## src/rtl/fixedpoint_pkg.sv

```systemverilog
// Shared constants and state encoding for the fixed-point averaging stages.
package fixedpoint_pkg;

  localparam int DATA_W = 8;
  localparam int LOG2_N = 2;
  localparam int SUM_W  = DATA_W + LOG2_N;
  localparam int N      = 1 << LOG2_N;
  localparam int CNT_W  = LOG2_N + 1;

  typedef enum logic [1:0] {
    EMPTY = 2'd0,
    FILL  = 2'd1,
    RUN   = 2'd2
  } state_e;

endpackage

```

## src/rtl/fixedpoint_avg4_if.sv

```systemverilog
// Sample-in / average-out bus of the sliding-window averager.
interface fixedpoint_avg4_if;
  import fixedpoint_pkg::*;

  logic              in_valid;
  logic [DATA_W-1:0] in_data;
  logic              clear;
  logic              out_valid;
  logic [DATA_W-1:0] out_data;
  logic [SUM_W-1:0]  out_sum;
  logic              full;

  // Producer side: drives samples and flush, observes results.
  modport master (
    output in_valid, in_data, clear,
    input  out_valid, out_data, out_sum, full
  );

  // Averager side.
  modport slave (
    input  in_valid, in_data, clear,
    output out_valid, out_data, out_sum, full
  );

endinterface

```

## src/rtl/fixedpoint_round_shift.sv

```systemverilog
// Round-half-up right shift by LOG2_N, SUM_W -> DATA_W.
// One extra headroom bit keeps the +half from wrapping; the result saturates
// so the block stays safe if reused with sums that are not window-bounded.
module fixedpoint_round_shift
  import fixedpoint_pkg::*;
(
  input  logic [SUM_W-1:0]  sum_i,
  output logic [DATA_W-1:0] avg_o
);

  logic [SUM_W:0] biased;
  logic [SUM_W:0] shifted;

  assign biased  = {1'b0, sum_i} + (SUM_W+1)'(1 << (LOG2_N - 1));
  assign shifted = biased >> LOG2_N;

  // Clamp to all-ones if anything spilled above DATA_W.
  always_comb begin
    avg_o = shifted[DATA_W-1:0];
    if (|shifted[SUM_W:DATA_W]) avg_o = '1;
  end

endmodule

```

## src/rtl/fixedpoint_avg4.sv

```systemverilog
// Sliding-window sum/average over the last N scaled samples.
// Circular buffer + running sum; outputs are registered and strobe once the
// window is full. clear flushes synchronously and beats in_valid.
module fixedpoint_avg4
  import fixedpoint_pkg::*;
(
  input  logic            clk,
  input  logic            rst,
  fixedpoint_avg4_if.slave bus
);

  state_e             state_q, state_d;
  logic [CNT_W-1:0]   cnt_q, cnt_d;
  logic [LOG2_N-1:0]  wr_ptr_q, wr_ptr_d;
  logic [SUM_W-1:0]   sum_q, sum_d;
  logic [DATA_W-1:0]  buf_q [N];
  logic [DATA_W-1:0]  buf_d [N];
  logic               out_valid_q, out_valid_d;
  logic [DATA_W-1:0]  out_data_q, out_data_d;
  logic [SUM_W-1:0]   out_sum_q, out_sum_d;

  logic [DATA_W-1:0]  oldest;
  logic [SUM_W-1:0]   sum_nxt;
  logic [DATA_W-1:0]  avg_nxt;

  // Sample leaving the window: only present once the window is full.
  assign oldest  = (state_q == RUN) ? buf_q[wr_ptr_q] : '0;
  // Intermediate may wrap past SUM_W; the subtraction brings it back in range.
  assign sum_nxt = sum_q + SUM_W'(bus.in_data) - SUM_W'(oldest);

  fixedpoint_round_shift u_round (
    .sum_i (sum_nxt),
    .avg_o (avg_nxt)
  );

  // Next-state: window update, fill count, FSM and output registers.
  always_comb begin
    state_d     = state_q;
    cnt_d       = cnt_q;
    wr_ptr_d    = wr_ptr_q;
    sum_d       = sum_q;
    buf_d       = buf_q;
    out_valid_d = 1'b0;
    out_data_d  = out_data_q;
    out_sum_d   = out_sum_q;

    if (bus.clear) begin
      state_d    = EMPTY;
      cnt_d      = '0;
      wr_ptr_d   = '0;
      sum_d      = '0;
      out_data_d = '0;
      out_sum_d  = '0;
    end else if (bus.in_valid) begin
      buf_d[wr_ptr_q] = bus.in_data;
      wr_ptr_d        = wr_ptr_q + LOG2_N'(1);
      sum_d           = sum_nxt;
      cnt_d           = (cnt_q == CNT_W'(N)) ? cnt_q : cnt_q + CNT_W'(1);

      case (state_q)
        EMPTY, FILL: state_d = (cnt_d == CNT_W'(N)) ? RUN : FILL;
        RUN:         state_d = RUN;
        default:     state_d = EMPTY;
      endcase

      if (state_d == RUN) begin
        out_valid_d = 1'b1;
        out_sum_d   = sum_nxt;
        out_data_d  = avg_nxt;
      end
    end
  end

  // State registers with asynchronous reset.
  always_ff @(posedge clk or posedge rst) begin
    if (rst) begin
      state_q     <= EMPTY;
      cnt_q       <= '0;
      wr_ptr_q    <= '0;
      sum_q       <= '0;
      out_valid_q <= 1'b0;
      out_data_q  <= '0;
      out_sum_q   <= '0;
      for (int i = 0; i < N; i++) buf_q[i] <= '0;
    end else begin
      state_q     <= state_d;
      cnt_q       <= cnt_d;
      wr_ptr_q    <= wr_ptr_d;
      sum_q       <= sum_d;
      out_valid_q <= out_valid_d;
      out_data_q  <= out_data_d;
      out_sum_q   <= out_sum_d;
      for (int i = 0; i < N; i++) buf_q[i] <= buf_d[i];
    end
  end

  assign bus.out_valid = out_valid_q;
  assign bus.out_data  = out_data_q;
  assign bus.out_sum   = out_sum_q;
  assign bus.full      = (state_q == RUN);

endmodule
```

## src/flat_wrapper.sv

```systemverilog
// flat-port wrapper written by rule: the top's interface ports become plain ports
module fixedpoint_avg4_flat import fixedpoint_pkg::*;
  (clk, rst, bus_in_valid, bus_in_data, bus_clear, bus_out_valid, bus_out_data, bus_out_sum, bus_full);
  fixedpoint_avg4_if bus_i ();
  input  logic clk;
  input  logic rst;
  input wire logic [$bits(bus_i.in_valid)-1:0] bus_in_valid;
  input wire logic [$bits(bus_i.in_data)-1:0] bus_in_data;
  input wire logic [$bits(bus_i.clear)-1:0] bus_clear;
  output wire logic [$bits(bus_i.out_valid)-1:0] bus_out_valid;
  output wire logic [$bits(bus_i.out_data)-1:0] bus_out_data;
  output wire logic [$bits(bus_i.out_sum)-1:0] bus_out_sum;
  output wire logic [$bits(bus_i.full)-1:0] bus_full;
  assign bus_i.in_valid = bus_in_valid;
  assign bus_i.in_data = bus_in_data;
  assign bus_i.clear = bus_clear;
  assign bus_out_valid = bus_i.out_valid;
  assign bus_out_data = bus_i.out_data;
  assign bus_out_sum = bus_i.out_sum;
  assign bus_full = bus_i.full;
  fixedpoint_avg4 u_core (.clk(clk), .rst(rst), .bus(bus_i));
endmodule
```

## config.mk

```make
export PLATFORM = sky130hd
export DESIGN_NAME = fixedpoint_avg4_flat
export DESIGN_NICKNAME = d
export VERILOG_FILES = /design/src/rtl/fixedpoint_pkg.sv /design/src/rtl/fixedpoint_avg4_if.sv /design/src/rtl/fixedpoint_round_shift.sv /design/src/rtl/fixedpoint_avg4.sv /design/src/flat_wrapper.sv
export SDC_FILE = /design/constraint.sdc
export NUM_CORES = 1
export LEC_CHECK = 0
export CELL_PAD_IN_SITES_DETAIL_PLACEMENT = 1
export CELL_PAD_IN_SITES_GLOBAL_PLACEMENT = 1
export CORE_ASPECT_RATIO = 1.5
export CORE_MARGIN = 2
export CORE_UTILIZATION = 45
export DETAILED_ROUTE_END_ITERATION = 10
export GPL_ROUTABILITY_DRIVEN = 1
export HOLD_SLACK_MARGIN = 0.1
export PLACE_DENSITY = 0.87
export REMOVE_ABC_BUFFERS = 1
export SYNTH_ARGS = -nofsm -noshare
export SYNTH_HDL_FRONTEND = slang
export SYNTH_HIERARCHICAL = 1
export SYNTH_SLANG_ARGS = --single-unit
export TNS_END_PERCENT = 100
```

## constraint.sdc

```tcl
create_clock -name clk -period 5.4 [get_ports clk]
set_clock_uncertainty 0.15 [all_clocks]
set_input_delay 1.62 -clock clk [delete_from_list [all_inputs] [get_ports clk]]
set_output_delay 1.62 -clock clk [all_outputs]
set_load 0.02 [all_outputs]
```

==> results.cfg, run 1 <==
[synthesis]
synthFlopType = dfrtp_1
ys_seq_area_frac = 0.441
synthArstFlopShare = 1.00
ys_types = 58
synth_top_area_frac = 0.441
synthTopCellsByArea = dfrtp_1 (44%), ha_1 (5.5%), mux4_2 (4.7%)
synth_edf_count = 0
syn-instance-count = 366
postSynthAreaPerCell_um2 = 10.5
synth_area_mm2 = 0.00386
synth_seq_cells = 68
synth_top_area_cell = dfrtp_1
synth_warnings = 6

[route]
drc = 0
drt_pre_antenna_iters = 4
vias = 2842
post_drt_wl_per_cell_um = 17.8
viasPerCell = 5.54
initialDrtViolationCount = 121
ant_nets = 0
routed_wl_um = 9140

[setup_path]
cp_slowest_cell = fa_1
cp.arrival_ps = 4900
reg2reg_to = u_core/bus.out_data[7]
crit_path_end = u_core/bus.out_data[7]
r2r_slack_ps = 880
crit_required_ps = 5470
startpoint = bus_in_data[1]
regToRegStartpoint = u_core/wr_ptr_q[0]
slowest_delay_ps = 540
reg2regPathDepth = 13
start_kind = input pin
worstSetupEndpointType = register
critPathKind = input pin to register
worstPathCellList = clkdlybuf4s50_1, inv_1, fa_1, fa_1, nor2b_1, o21ai_1, a21oi_1, nor2b_1, xnor2_1, and4_4, nand4_2, mux2_4, a22o_1
path_max_fanout = 5

[finish]
area.growth.synth_to_final_pct = 19.6
final_util = 0.552
fin_cells = 513
nets = 438
design_area_mm2 = 0.00461
n_antenna_cell = 0
fill_cells = 901
layout-drive-gt1-share = 0.128

[min_path]
hp-start = u_core/buf_q[12]
min_path_type = register to register

[grt]
track_usage = 0.218
overflow = 0
grt_pass1_vias = 3154
grt_antenna_before_repair = 0
grt_max_degree = 42
grt_pass1_wl_um = 15600

[timing]
final-setup-viol-count = 0
post-route-period-util = 0.894
rsz0062_at_grt = no
fin_crit_ps = 4830
slew_violations = 0
worst_slew_pin_slew_ps = 894
relSlewSlack = 0.403
maxClockFrequency_mhz = 207
setup_tns_ps = 0
finalHoldViolCount = 0

[placed_design]
dp.cells = 497
detailed_place_hpwl_um = 6530
gp_congestion = 0.841
io_buffers = 31
post_dp_cell_area_mm2 = 0.00426

[die]
fp.dieH_um = 117
rows = 41
fp.dieArea_mm2 = 0.00934
die-width_um = 79.6
start_util = 0.461
core_region_area_mm2 = 0.00836
io_pins = 32

[clock_network]
postCtsHoldBufs = 0
tritoncts = done
cts_root_buf = clkbuf_16
cts.repair.resized = 0
clockBufferDepth = 2
post_cts_buffers = 0
path_clk_slew_ps = 50
cts_buffers = 9
clock_sinks = 68
insertion_delay_ps = 340
htreeDepth = 3

[power]
p_int_mw = 1.46
p_leak_nw = 2.21
power_density_mw_per_mm2 = 477
finalPower_mw = 2.20
pwr-share-comb = 0.385
swShare = 0.337
power_frac_seq = 0.303
p_clk_frac = 0.311
ir_worst_vdd_mv = 0.212
p_sw_mw = 0.742

[job]
max_cap_viol_count = 0

[outcome]
status = finished clean
sequential cells by signal, indices dropped and copies added, names as in the netlist:
name / cells
u_core/bus.out_sum: 10
u_core/wr_ptr_q: 2
u_core/cnt_q: 3
u_core/state_q: 2
u_core/buf_q: 32
u_core/sum_q: 10
u_core/bus.out_data: 8
u_core/bus.out_valid: 1
synthesized netlist by cell type (2+ instances only):
| cell type | instances |
|---|---|
| dfrtp_1 | 68 |
| nand2_1 | 46 |
| inv_1 | 42 |
| o21ai_0 | 23 |
| a22o_1 | 17 |
| ha_1 | 17 |
| nor2_1 | 13 |
| a21oi_1 | 10 |
| and2_1 | 9 |
| clkbuf_1 | 8 |
| fa_1 | 8 |
| mux2i_1 | 8 |
| mux4_2 | 8 |
| o21ai_1 | 8 |
| nand3_1 | 7 |
| xnor2_1 | 7 |
| nor2b_1 | 6 |
| a21o_1 | 4 |
| mux2_2 | 4 |
| xor2_1 | 4 |
| and3_1 | 3 |
| nor3_1 | 3 |
| a21oi_2 | 2 |
| and3_2 | 2 |
| buf_12 | 2 |
| buf_2 | 2 |
| mux2_1 | 2 |
| nand2b_1 | 2 |
| nand3b_1 | 2 |
worst min-delay path by stage:
| stage | to | slack (ps) | cells past startpoint |
|---|---|---|---|
| CTS | u_core/buf_q[12] | 330 | 2 |
| finish | u_core/buf_q[12] | 330 | 2 |
| detailed placement | u_core/buf_q[14] | 320 | 2 |
| floorplan | u_core/buf_q[10] | 290 | 2 |
| global route | u_core/buf_q[15] | 360 | 2 |
| global placement | u_core/buf_q[19] | 310 | 2 |
kinds of logic after synthesis:
family                   Yosys count  share of synthesized area
AND/OR/NAND/NOR                  103                      0.138
AO/OA/AOI/OAI                     78                      0.139
flip-flops                        68                      0.441
buffers and inverters             57                     0.0655
adder cells (fa/ha/maj)           25                     0.0967
multiplexers                      23                     0.0889
XOR/XNOR                          12                     0.0308
placed cells by master (no fill, tap or decap), drive strengths merged, types with 2 or more instances in the layout:
master         Yosys  routed
dfrtp             68      68
nand2             46      46
inv               43      43
o21ai             32      32
clkdlybuf4s50      0      31
a22o              17      17
ha                17      17
nor2              14      14
a21oi             12      12
clkbuf             8      12
and2              11      11
mux2i              8       8
mux4               8       8
fa                 8       8
nand3              7       7
xnor2              7       7
buf                6       7
mux2               7       7
nor2b              6       6
a21o               5       5
and3               5       5
xor2               4       4
bufinv             0       3
nor3               3       3
nand3b             2       2
nand2b             2       2
nand4              2       2
final cells by class:
type	count	area [µm²]	area share
clock buffer	12	256	0.0556
clock inverter	4	95.1	0.0206
inverter	43	161	0.0350
multi-input combinational	241	1900	0.412
sequential	68	1700	0.369
tap	107	134	0.0290
timing repair buffer	38	363	0.0787
worst max-delay path: cells and delay by family:
family / cells / cell delay, ps
adder cells (fa/ha/maj): 2 / 1020
AO/OA/AOI/OAI: 3 / 550
AND/OR/NAND/NOR: 4 / 620
buffers and inverters: 2 / 560
XOR/XNOR: 1 / 180
multiplexers: 1 / 330
power groups by stage:
stage          clock network (mW)  logic [mW]  registers (mW)
3_5_place_dp                    0       0.827           0.674
3_3_place_gp                    0       0.796           0.662
6_report                    0.685       0.848           0.668
2_1_floorplan                   0       0.608           0.653
5_1_grt                     0.720       0.953           0.678
4_1_cts                     0.699       0.857           0.667
stage by stage:
stage / hold slack, ps / setup WS, ps
finish: 329 / 575
CTS: 334 / 578
global route: 358 / 406
global placement: 307 / 369
floorplan: 295 / 885
detailed placement: 320 / 252
per-layer routing:
metal  vias up  global-route usage  part of all wire
li1       1320                   -                 -
met1      1459               0.244              0.40
met2        50               0.395              0.56
met3        13              0.0469             0.027
met4         0              0.0797             0.020
met5         -                   0                 0
No activity file was read; power rests on OpenSTA's default activity.
==> inputs of run 2 (changes only) <==
CORE_MARGIN = unset   (was 2)
SLEW_MARGIN = 20   (was unset)
==> results.cfg, run 2 (synthesized netlist as in run 1, its figures left out) <==
[finish]
final_common_cell = dfrtp_1
regMostFlops = u_core/buf_q
layout_common_cells = dfrtp_1 (68), nand2_1 (46), inv_1 (41)
layout-drive-gt1-share = 0.123
nets = 438
largest_reg_flops = 32
n_antenna_cell = 0
fill_cells = 908
area.growth.synth_to_final_pct = 18.4

[setup_path]
cp_slowest_cell = fa_1
critPathKind = input pin to register
start_kind = input pin
worstPathCellList = clkdlybuf4s50_1, inv_1, fa_1, inv_1, ha_1, a21oi_1, nor3_1, a311oi_1, o211ai_1, and3_1, nand3_1, nand2b_1, a22o_1
crit_buf_inv = 3
crit_required_ps = 5470
critical-path-top-delay-family = compound AO/OA/AOI/OAI gates
cpMostUsedCell = inv_1
path_max_fanout = 6
cp.arrival_ps = 4860
slowest_delay_ps = 560
worstSetupEndpointType = register

[power]
finalPower_mw = 2.14
swShare = 0.356
p_leak_nw = 2.19
power_density_mw_per_mm2 = 469
ir_worst_vdd_mv = 0.255
p_sw_mw = 0.763
pwr-share-comb = 0.405
p_clk_frac = 0.283
p_int_mw = 1.38
power_frac_seq = 0.312

[die]
fp.dieArea_mm2 = 0.00895
core_region_area_mm2 = 0.00836
io_pins = 32
rows = 41
start_util = 0.461
die-width_um = 77.6
fp.dieH_um = 115

[grt]
grt_pass1_vias = 3150
grt_max_degree = 54
overflow = 0
grt_antenna_before_repair = 0
track_usage = 0.237
grt_pass1_wl_um = 15700

[outcome]
status = finished clean

[clock_network]
post_cts_buffers = 0
cts_buffers = 9
path_clk_slew_ps = 50
clockBufferDepth = 2
postCtsHoldBufs = 0
clock_sinks = 68
cts_root_buf = clkbuf_16
cts.repair.resized = 0
insertion_delay_ps = 350
htreeDepth = 3
tritoncts = done

[timing]
fin_crit_ps = 4780
post-route-period-util = 0.886
finalHoldViolCount = 0
relSlewSlack = 0.378
worst_slew_pin_slew_ps = 932
setup_tns_ps = 0
final-setup-viol-count = 0
holdWs_ps = 329
rsz0062_at_grt = no
slew_violations = 0
maxClockFrequency_mhz = 209

[placed_design]
gp_congestion = 0.895
detailed_place_hpwl_um = 6550
io_buffers = 31

[route]
viasPerCell = 5.61
routed_wl_um = 9300
post_drt_wl_per_cell_um = 18.2
initialDrtViolationCount = 170
ant_nets = 0
drc = 0
vias = 2873
drt_pre_antenna_iters = 4

[min_path]
min_path_type = register to register

[job]
max_cap_viol_count = 0
run 2: cell count changes in the layout (fill, tap and decap cells not counted), sizes merged:
cell and change:
clkbuf +2, inv -1, bufinv -2
run 2: layout make-up:
cell class | instances | area [µm²] | share of cell area
Clock buffer | 14 | 274 | 0.0600
Timing Repair Buffer | 38 | 363 | 0.0795
Clock inverter | 1 | 30.0 | 0.00658
Sequential cell | 68 | 1700 | 0.373
Inverter | 43 | 163 | 0.0356
Multi-Input combinational cell | 241 | 1900 | 0.416
Tap cell | 107 | 134 | 0.0293
run 2: final timing paths:
| kind | start | to | slack, ps | cells past startpoint |
|---|---|---|---|---|
| min in group asynchronous | rst | u_core/wr_ptr_q[0] | 1630 | 2 |
| max reg2reg | u_core/wr_ptr_q[0] | u_core/bus.out_data[0] | 910 | 12 |
| min reg2reg | u_core/buf_q[23] | u_core/buf_q[23] | 330 | 2 |
| min | u_core/buf_q[23] | u_core/buf_q[23] | 330 | 2 |
| max in group asynchronous | rst | u_core/bus.out_sum[1] | 2730 | 3 |
| max | bus_in_data[5] | u_core/bus.out_data[0] | 620 | 13 |
run 2: power groups by stage:
stage,Sequential (mW),Combinational (mW),Clock (mW)
2_1_floorplan,0.653,0.608,0
3_3_place_gp,0.663,0.791,0
3_5_place_dp,0.672,0.844,0
4_1_cts,0.667,0.869,0.615
5_1_grt,0.677,0.962,0.634
6_report,0.667,0.867,0.606
run 2: stage by stage:
step	area, µm²	utilization	worst slack, ps	std cells
3_5_place_dp	4260	0.510	282	497
4_1_cts	4570	0.546	608	512
3_3_place_gp	4260	0.510	380	497
5_1_grt	4570	0.546	375	512
2_1_floorplan	3760	-	885	352
6_report	4570	0.546	618	512
run 2: worst register-to-register path, cell delays in order, from the launching register on:
cell and delay [ps]:
dfrtp_1 800, mux4_2 610, and2_1 180, fa_1 480, fa_1 470, nor2b_1 130
o21ai_1 110, a2111o_1 420, o211ai_1 270, and3_1 320, nand3_1 180, nand2b_1 140
a22o_1 160
run 2: layer usage:
layer	wire length (µm)	vias up	global-route usage
met5	0	-	0
met4	298	0	0.143
met3	249	20	0.0333
met2	5210	71	0.439
met1	3540	1470	0.253
li1	-	1312	-
==> inputs of run 3 (changes only) <==
CTS_CLUSTER_DIAMETER = 60   (was unset)
==> results of run 3 <==
Same layout as run 2: the final DEF is identical, and so are final timing and power.
